$ cat src/rtl/i2c_pkg.sv
`timescale 1ns/1ps
`default_nettype none
// ============================================================================
// Module   : i2c_pkg
// Purpose  : Shared types and constants for the I2C write-only master.
//            i2c_state_t : controller state encoding (explicit 3-bit values)
//            SDA_RELEASE : sda_out level that lets the line float high
//            ADDR_WRITE_BIT : R/W bit appended to the 7-bit slave address
// Revision : 1.0 - initial release
// ============================================================================
package i2c_pkg;

    typedef enum logic [2:0] {
        S_IDLE     = 3'd0,
        S_START    = 3'd1,
        S_ADDR     = 3'd2,
        S_ADDR_ACK = 3'd3,
        S_WAIT     = 3'd4,
        S_DATA     = 3'd5,
        S_DATA_ACK = 3'd6,
        S_STOP     = 3'd7
    } i2c_state_t;

    localparam logic SDA_RELEASE    = 1'b1;
    localparam logic ADDR_WRITE_BIT = 1'b0;

endpackage
`default_nettype wire

$ cat src/rtl/i2c_qtick.sv
`timescale 1ns/1ps
`default_nettype none
// ============================================================================
// Module   : i2c_qtick
// Purpose  : SCL quarter-period divider. Counts 0..QDIV-1 while enabled and
//            pulses tick during the QDIV-1 count; held at 0 when disabled.
// Ports    : clk    - system clock
//            rst    - asynchronous active-high reset
//            enable - run the divider
//            tick   - one-cycle pulse marking the end of a quarter
// Params   : QDIV   - system clocks per quarter (must be >= 2)
// Revision : 1.0 - initial release
// ============================================================================
module i2c_qtick #(
    parameter int QDIV = 5
) (
    input  logic clk,
    input  logic rst,
    input  logic enable,
    output logic tick
);

    localparam int CW = (QDIV > 2) ? $clog2(QDIV) : 1;
    localparam logic [CW-1:0] c_last = CW'(QDIV - 1);

    logic [CW-1:0] r_cnt;

    always_ff @(posedge clk or posedge rst) begin
        if (rst) begin
            r_cnt <= '0;
        end else if (!enable) begin
            r_cnt <= '0;
        end else if (r_cnt == c_last) begin
            r_cnt <= '0;
        end else begin
            r_cnt <= r_cnt + 1'b1;
        end
    end

    assign tick = enable && (r_cnt == c_last);

endmodule
`default_nettype wire

$ cat src/rtl/i2c_master_tx.sv
`timescale 1ns/1ps
`default_nettype none
// ============================================================================
// Module   : i2c_master_tx
// Purpose  : Write-only I2C master. Sends START, 7-bit address + W, then
//            data bytes from a one-entry holding buffer, checking each ACK,
//            and finishes with STOP. SCL is stretched low while waiting for
//            the next byte.
// Ports    : clk, rst            - clock, asynchronous active-high reset
//            cmd_start, cmd_addr - start request and 7-bit slave address
//            tx_valid, tx_data, tx_last, tx_ready - byte stream handshake
//            sda_in              - synchronised SDA line
//            sda_out, scl_out    - open-drain controls (1 = release)
//            busy, done, nack    - transaction status
// Params   : QDIV - system clocks per SCL quarter period (>= 2)
// Revision : 1.0 - initial release
// ============================================================================
module i2c_master_tx
    import i2c_pkg::*;
#(
    parameter int QDIV = 5
) (
    input  logic       clk,
    input  logic       rst,
    input  logic       cmd_start,
    input  logic [6:0] cmd_addr,
    input  logic       tx_valid,
    input  logic [7:0] tx_data,
    input  logic       tx_last,
    output logic       tx_ready,
    input  logic       sda_in,
    output logic       sda_out,
    output logic       scl_out,
    output logic       busy,
    output logic       done,
    output logic       nack
);

    i2c_state_t r_state;
    logic [1:0] r_qtr;
    logic [2:0] r_bit;
    logic [7:0] r_shift;
    logic       r_last;
    logic       r_ack;
    logic       r_nack_flag;
    logic       r_done;
    logic       r_nack;

    logic [7:0] r_buf_data;
    logic       r_buf_last;
    logic       r_buf_full;

    logic w_tick;
    logic w_div_en;
    logic w_qend;
    logic w_ack_ok_more;
    logic w_load;
    logic w_buf_wr;
    logic w_flush;

    // The divider is frozen in WAIT so a freshly loaded byte always starts
    // with a full-length first quarter.
    assign w_div_en = (r_state != S_IDLE) && (r_state != S_WAIT);

    i2c_qtick #(
        .QDIV   (QDIV)
    ) u_qtick (
        .clk    (clk),
        .rst    (rst),
        .enable (w_div_en),
        .tick   (w_tick)
    );

    assign w_qend = w_tick && (r_qtr == 2'd3);

    // ACK phase ending with an ACK and more data to send.
    assign w_ack_ok_more = w_qend && !r_ack &&
                           ((r_state == S_ADDR_ACK) ||
                            ((r_state == S_DATA_ACK) && !r_last));

    // A full buffer at the end of an ACK is loaded directly, so WAIT has zero
    // duration and back-to-back bytes incur no extra SCL time.
    assign w_load   = r_buf_full && ((r_state == S_WAIT) || w_ack_ok_more);
    assign w_buf_wr = tx_valid && !r_buf_full;
    // Aborted transfers discard whatever is still queued.
    assign w_flush  = w_qend && (r_state == S_STOP) && r_nack_flag;

    always_ff @(posedge clk or posedge rst) begin
        if (rst) begin
            r_buf_full <= 1'b0;
            r_buf_data <= 8'h00;
            r_buf_last <= 1'b0;
        end else if (w_flush || w_load) begin
            r_buf_full <= 1'b0;
        end else if (w_buf_wr) begin
            r_buf_full <= 1'b1;
            r_buf_data <= tx_data;
            r_buf_last <= tx_last;
        end
    end

    always_ff @(posedge clk or posedge rst) begin
        if (rst) begin
            r_state     <= S_IDLE;
            r_qtr       <= 2'd0;
            r_bit       <= 3'd0;
            r_shift     <= 8'h00;
            r_last      <= 1'b0;
            r_ack       <= 1'b0;
            r_nack_flag <= 1'b0;
            r_done      <= 1'b0;
            r_nack      <= 1'b0;
        end else begin
            r_done <= 1'b0;
            r_nack <= 1'b0;
            case (r_state)
                S_IDLE: begin
                    if (cmd_start) begin
                        r_shift     <= {cmd_addr, ADDR_WRITE_BIT};
                        r_qtr       <= 2'd0;
                        r_bit       <= 3'd0;
                        r_nack_flag <= 1'b0;
                        r_state     <= S_START;
                    end
                end
                S_WAIT: begin
                    if (w_load) begin
                        r_shift <= r_buf_data;
                        r_last  <= r_buf_last;
                        r_state <= S_DATA;
                    end
                end
                default: begin
                    if (w_tick) begin
                        r_qtr <= r_qtr + 2'd1;
                        if ((r_qtr == 2'd2) &&
                            ((r_state == S_ADDR_ACK) || (r_state == S_DATA_ACK))) begin
                            r_ack <= sda_in;
                        end
                        if (r_qtr == 2'd3) begin
                            case (r_state)
                                S_START: begin
                                    r_bit   <= 3'd0;
                                    r_state <= S_ADDR;
                                end
                                S_ADDR, S_DATA: begin
                                    // r_bit wraps back to 0 after bit 7.
                                    r_bit   <= r_bit + 3'd1;
                                    r_shift <= {r_shift[6:0], 1'b0};
                                    if (r_bit == 3'd7) begin
                                        r_state <= (r_state == S_ADDR) ? S_ADDR_ACK
                                                                       : S_DATA_ACK;
                                    end
                                end
                                S_ADDR_ACK, S_DATA_ACK: begin
                                    if (r_ack) begin
                                        r_nack_flag <= 1'b1;
                                        r_state     <= S_STOP;
                                    end else if ((r_state == S_DATA_ACK) && r_last) begin
                                        r_state <= S_STOP;
                                    end else if (w_load) begin
                                        r_shift <= r_buf_data;
                                        r_last  <= r_buf_last;
                                        r_state <= S_DATA;
                                    end else begin
                                        r_state <= S_WAIT;
                                    end
                                end
                                S_STOP: begin
                                    r_done      <= 1'b1;
                                    r_nack      <= r_nack_flag;
                                    r_nack_flag <= 1'b0;
                                    r_state     <= S_IDLE;
                                end
                                default: begin
                                    r_state <= S_IDLE;
                                end
                            endcase
                        end
                    end
                end
            endcase
        end
    end

    // Line levels are decoded from registered state only, so reset releases
    // both lines without waiting for a clock edge.
    always_comb begin
        scl_out = 1'b1;
        sda_out = SDA_RELEASE;
        case (r_state)
            S_IDLE: begin
                scl_out = 1'b1;
                sda_out = SDA_RELEASE;
            end
            S_START: begin
                scl_out = 1'b1;
                sda_out = !r_qtr[1];
            end
            S_ADDR, S_DATA: begin
                scl_out = r_qtr[1];
                sda_out = r_shift[7];
            end
            S_ADDR_ACK, S_DATA_ACK: begin
                scl_out = r_qtr[1];
                sda_out = SDA_RELEASE;
            end
            S_WAIT: begin
                scl_out = 1'b0;
                sda_out = 1'b0;
            end
            S_STOP: begin
                scl_out = (r_qtr != 2'd0);
                sda_out = r_qtr[1];
            end
            default: begin
                scl_out = 1'b1;
                sda_out = SDA_RELEASE;
            end
        endcase
    end

    assign busy     = (r_state != S_IDLE);
    assign done     = r_done;
    assign nack     = r_nack;
    assign tx_ready = !r_buf_full;

endmodule
`default_nettype wire

$ cat config.mk
export PLATFORM = sky130hd
export DESIGN_NAME = i2c_master_tx
export DESIGN_NICKNAME = d
export VERILOG_FILES = /design/src/rtl/i2c_pkg.sv /design/src/rtl/i2c_qtick.sv /design/src/rtl/i2c_master_tx.sv
export SDC_FILE = /design/constraint.sdc
export NUM_CORES = 1
export LEC_CHECK = 0
export CORE_MARGIN = 2
export CORE_UTILIZATION = 30
export DETAILED_ROUTE_END_ITERATION = 12
export HOLD_SLACK_MARGIN = 0.05
export PLACE_DENSITY_LB_ADDON = 0.1
export SYNTH_ARGS = -nofsm -noshare
export SYNTH_HDL_FRONTEND = slang
export SYNTH_SLANG_ARGS = --single-unit
$ cat constraint.sdc
create_clock -name clk -period 2.1 [get_ports clk]
set_clock_uncertainty 0.1 [all_clocks]
set_input_delay 0.42 -clock clk [delete_from_list [all_inputs] [get_ports clk]]
set_output_delay 0.42 -clock clk [all_outputs]
set_load 0.005 [all_outputs]
==> flow_metrics.tcl, run 1 <==
set metrics [dict create \
    syn_nets 212 \
    cp.required_ns 2.17 \
    synth-seq-cells 34 \
    crit_slowest_cell "dfrtp_2" \
    whs_path_depth 1 \
    p_leak_uw 0.00122 \
    rr_worst_depth 7 \
    fin_crit_sh_pct 97.5 \
    drc_errors 0 \
    final_cells 322 \
    cts_hold_buf 0 \
    insertion_delay_ns 0.29 \
    place_ws_ns -0.123 \
    drive_gt1_share_pct 34.7 \
    postRouteAntennaNets 0 \
    coreArea_sq_um 6390 \
    synth-main-ff-cell "dfrtp_1" \
    outcome "complete, no violations" \
    arrival_ns 2.12 \
    synth.avg_cell_area_sq_um 10.8 \
    power.density_nw_per_um2 1190 \
    path_cells "buf_12, buf_4, or2_4, a21boi_4, o311ai_4, a21o_4, a211o_1" \
    die_y_um 85.4 \
    cts_tree "built" \
    crit_family "compound AO/OA/AOI/OAI gates" \
    hold_ws_ns 0.364 \
    rows 29 \
    place_hpwl_um 3780 \
    areaGrowthSynthToFinish_pct 39.6 \
    via_per_inst 5.23 \
    holdCritPathClass "register to register" \
    reg2reg_to "r_shift[1]" \
    n_antenna_cell 0 \
    wl_per_cell_um 16.9 \
    fmax_ghz 0.488 \
    layout.nets 272 \
    synth_cell_types 49 \
    yosysWarnings 0 \
    period_minus_slack_ns 2.05 \
    dieArea_sq_um 7290 \
    crit_type "register to register" \
    portBuffers 26 \
    placedCellCount 304 \
    slew_headroom_pct 56.1 \
    report.final.hold_viol_count 0 \
    end_kind "register" \
    grt.total_usage_pct 15.8 \
    maxCapViolCount 0 \
    final_util_pct 43.4 \
    place_congestion 0.832 \
    cts_inserted_buffers 5 \
    fillers 622 \
    rsz0062_at_grt "yes" \
    ir_worst_vdd_v 0.000442 \
    r2r_slack_ns 0.05 \
    clk_path_buf_depth 2 \
    setup_ws_ns 0.0518 \
    grt_pass1_vias 1811 \
    grt_pass1_wl_um 9000 \
    grt_max_degree 35 \
    antenna_found_initial 0 \
    min_to "u_qtick.r_cnt[0]" \
    critPathMaxFanout 10 \
    setup_viol_count_final 0 \
    clkTransAtPathRegs_ns 0.07 \
    synth_edf_count 0 \
    worstMarginPinSlew_ns 0.659 \
    ys_seq_area_share_pct 42.8 \
    min-delay-start "u_qtick.r_cnt[0]" \
    die_x_um 85.4 \
    clockRootBuffer "clkbuf_8" \
    async_flop_share_pct 100 \
    io_pins 27 \
    drv_slew 0 \
    first_iter_violations 156 \
    worst-path-buf-inv 2 \
    h-tree-depth 2 \
    num_vias 1683 \
    drtPass1Iterations 4 \
    r2r_start "r_state[1]" \
    netlist_area_sq_um 1990 \
    cp-start-kind "register" \
    synth_cells 184 \
    start_util_pct 31.1 \
    fin_setup_tns_ns 0 \
    max_stage_delay_ns 0.43 \
    grt_overflow_total 0 \
    drt-total-wl_um 5430 \
    cts.sinks 34 \
]
==> worst max-delay path by stage <==
stage	endpoint	start	cells after the start	slack, ns
6_report	r_shift[1]	r_state[1]	7	0.05
5_1_grt	r_buf_data[0]	r_qtr[0]	8	-0.0007
4_1_cts	scl_out	r_state[1]	7	0.0003
3_5_place_dp	r_shift[3]	r_state[1]	7	-0.12
3_3_place_gp	r_shift[7]	r_state[1]	7	-0.08
2_1_floorplan	r_buf_data[0]	u_qtick.r_cnt[0]	8	0.17
==> registers in the layout, summed over array words and instances, names as in the netlist, named ones only <==
name / count
done: 1
nack: 1
r_ack: 1
r_bit: 3
r_buf_data: 8
r_buf_full: 1
r_buf_last: 1
r_last: 1
r_nack_flag: 1
r_qtr: 2
r_shift: 8
r_state: 2
u_qtick.r_cnt: 3
==> cell usage in the layout (no fill, tap or decap), drive strengths merged, types with 3 or more instances in the layout <==
cell,netlist,layout
clkbuf,2,9
nor3,6,6
nor2,19,19
a222oi,6,6
ha,7,7
mux2,18,18
nand2,8,8
inv,9,9
a21oi,7,7
nand2b,3,3
o2bb2ai,6,6
nand3,3,3
and3,4,4
dfrtp,34,34
o21ai,10,10
xnor2,3,3
clkdlybuf4s50,0,23
buf,6,36
==> per-layer routing <==
| metal | vias up | part of all wire (%) | track usage, % |
|---|---|---|---|
| li1 | 809 | - | - |
| met1 | 831 | 46 | 19.6 |
| met2 | 36 | 50 | 26.8 |
| met3 | 7 | 3.1 | 3.50 |
| met4 | 0 | 1.5 | 5.63 |
| met5 | - | 0 | 0 |
==> area by class of cell <==
| type | count | area, sq um | share of cell area, % |
|---|---|---|---|
| Sequential cell | 34 | 853 | 30.8 |
| Timing Repair Buffer | 61 | 562 | 20.3 |
| Inverter | 9 | 33.8 | 1.22 |
| Tap cell | 77 | 96.3 | 3.47 |
| Clock buffer | 8 | 110 | 3.97 |
| Multi-Input combinational cell | 133 | 1120 | 40.3 |
==> synthesized netlist by cell type, types with 2 or more instances <==
master	count	area share, %
inv_1	8	1.5
nand2b_1	3	0.94
buf_2	4	1.0
and3_1	4	1.3
o2bb2ai_1	6	2.6
o221ai_1	2	0.88
a311o_1	2	1.0
mux2_2	9	5.1
o21ai_0	7	1.8
ha_1	7	4.4
xnor2_1	3	1.3
nand2_1	8	1.5
buf_6	2	1.1
nor3_1	5	1.3
clkbuf_1	2	0.38
a222oi_1	6	3.0
nor2_1	19	3.6
a32oi_1	2	0.88
nand3_1	2	0.50
mux2_4	9	6.8
a21oi_1	7	1.8
o21ai_1	3	0.76
a22o_1	2	0.88
mux2i_1	2	1.0
a22oi_1	2	0.76
a31oi_1	2	0.63
dfrtp_1	34	43
==> logic make-up after synthesis <==
logic type,after synthesis,share of synthesized area (%)
AO/OA/AOI/OAI,53,21.7
XOR/XNOR,3,1.32
adder cells (fa/ha/maj),7,4.41
buffers and inverters,17,4.22
flip-flops,34,42.8
multiplexers,20,12.9
AND/OR/NAND/NOR,50,12.6
==> metrics by stage <==
stage	power (uW)	cell area [sq um]
detailed placement	2580	2500
global placement	2550	2500
global route	3550	2770
finish	3300	2770
floorplan	2060	1990
CTS	3220	2680
==> where the power goes <==
group | leakage (uW) | switching [uW] | internal [uW]
Combinational | 0.000740 | 757 | 828
Clock | 0.0000575 | 250 | 331
Sequential | 0.000419 | 226 | 905
Total | 0.00122 | 1230 | 2060
==> what timing repair did <==
action | in CTS | in global routing
endpoints found under the setup margin | 10 | 20
endpoints found under the hold margin | 0 | 0
setup buffers | 6 | 3
resized for setup | 14 | 16
pin swaps | 4 | 10
gates cloned | 0 | 1
Power figures use the tool's default switching activity.
==> run 2: changes to the inputs <==
CORE_MARGIN = not set   (was 2)
CTS_CLUSTER_DIAMETER = 80   (was not set)
==> flow_metrics.tcl, run 2 (same netlist as run 1, synthesis figures left out) <==
set metrics [dict create \
    h-tree-depth 2 \
    place_congestion 0.824 \
    place_hpwl_um 3770 \
    dieArea_sq_um 6950 \
    fmax_ghz 0.488 \
    rsz0062_at_grt "yes" \
    seqCellArea_sq_um 853 \
    final_area_sq_um 2610 \
    cts_inserted_buffers 5 \
    postRouteAntennaNets 0 \
    cp-start-kind "register" \
    holdCritPathClass "register to register" \
    final_cell_mix "dfrtp_1, clkdlybuf4s50_1, buf_4" \
    wl_per_cell_um 16.7 \
    end_kind "register" \
    p_leak_uw 0.00115 \
    hold_ws_ns 0.414 \
    cp.required_ns 2.17 \
    grt.total_usage_pct 15.6 \
    coreArea_sq_um 6390 \
    crit_type "register to register" \
    drive_gt1_share_pct 28.5 \
    drtPass1Iterations 4 \
    clk_path_buf_depth 2 \
    final_common_cell "dfrtp_1" \
    rows 29 \
    n_antenna_cell 0 \
    drc_errors 0 \
    multiInputGateArea_sq_um 1080 \
    arrival_ns 2.12 \
    outcome "complete, no violations" \
    clockRootBuffer "clkbuf_8" \
    postPlaceCellArea_sq_um 2480 \
    num_vias 1653 \
    via_per_inst 5.30 \
    worstMarginPinSlew_ns 0.606 \
    report.final.hold_viol_count 0 \
    critPathMaxFanout 7 \
    fin_setup_tns_ns 0 \
    grt_pass1_wl_um 8560 \
    cts_hold_buf 0 \
    areaGrowthSynthToFinish_pct 31.3 \
    antenna_found_initial 0 \
    slew_headroom_pct 59.6 \
    die_y_um 83.4 \
    portBuffers 26 \
    grt_pass1_vias 1750 \
    fillers 644 \
    clkTransAtPathRegs_ns 0.07 \
    setup_ws_ns 0.0506 \
    cts.sinks 34 \
    place_ws_ns -0.0602 \
    insertion_delay_ns 0.28 \
    first_iter_violations 121 \
    setup_viol_count_final 0 \
    fin_crit_sh_pct 97.6 \
    layout.nets 262 \
    drv_slew 0 \
    cts_tree "built" \
    top_regs "r_buf_data: 8 flops, r_shift: 8 flops" \
    period_minus_slack_ns 2.05 \
    power.density_nw_per_um2 1180 \
    die_x_um 83.4 \
    grt_max_degree 35 \
    grt_overflow_total 0 \
    maxCapViolCount 0 \
    io_pins 27 \
    ir_worst_vdd_v 0.000556 \
    start_util_pct 31.1 \
    drt-total-wl_um 5200 \
]
-- run 2: cell types whose count changed in the layout (fill, tap and decap cells not counted), sizes merged --
cell	before	now
clkdlybuf4s50	23	24
buf	36	25
dlygate4sd2	1	0
clkinv	0	1
-- run 2: routing by layer --
layer | wire, um | GRT usage (%)
met5 | 0 | 0
met4 | 65 | 5.33
met3 | 150 | 3.38
met2 | 2540 | 25.2
met1 | 2450 | 20.6
-- run 2: cell type report --
class                      count  share of cell area (%)
multi-input combinational    133                    41.5
sequential                    34                    32.7
timing repair buffer          51                    17.3
tap                           77                    3.69
clock buffer                   7                    3.31
inverter                       9                    1.29
clock inverter                 1                   0.192
-- run 2: worst max-delay path, stage by stage (launching register included) --
cell and delay, ns:
dfrtp_2 0.47, buf_4 0.17, or2_4 0.29, a21boi_4 0.24, o311ai_4 0.17, a21o_4 0.22, a211o_1 0.28
-- run 2: path summary, 6_finish.rpt --
| check | slack (ns) | start | to | cells past startpoint |
|---|---|---|---|---|
| max | 0.05 | r_state[0] | r_shift[1] | 6 |
| min | 0.41 | r_bit[1] | r_bit[1] | 1 |
| max reg2reg | 0.05 | r_state[0] | r_shift[1] | 6 |
| min reg2reg | 0.41 | r_bit[1] | r_bit[1] | 1 |
| max in group asynchronous | 1.12 | rst | r_state[1] | 3 |
| min in group asynchronous | 0.43 | rst | r_ack | 3 |
-- run 2: power by group --
group | total, uW | switching, uW | internal (uW)
registers | 1140 | 232 | 906
logic | 1440 | 699 | 745
clock network | 505 | 240 | 265
-- run 2: repair_timing --
item | in CTS | in global routing
setup endpoints to repair | 8 | 20
gates cloned | 0 | 0
setup buffers | 0 | 3
gates resized for setup | 5 | 11
-- run 2: metrics by stage --
stage               total power (uW)  std cells  utilization, %
global placement                2550        301            38.8
detailed placement              2570        301            38.8
finish                          3090        312            40.9
global route                    3320        312            40.9
CTS                             3080        309            40.2
floorplan                       2060        184               -
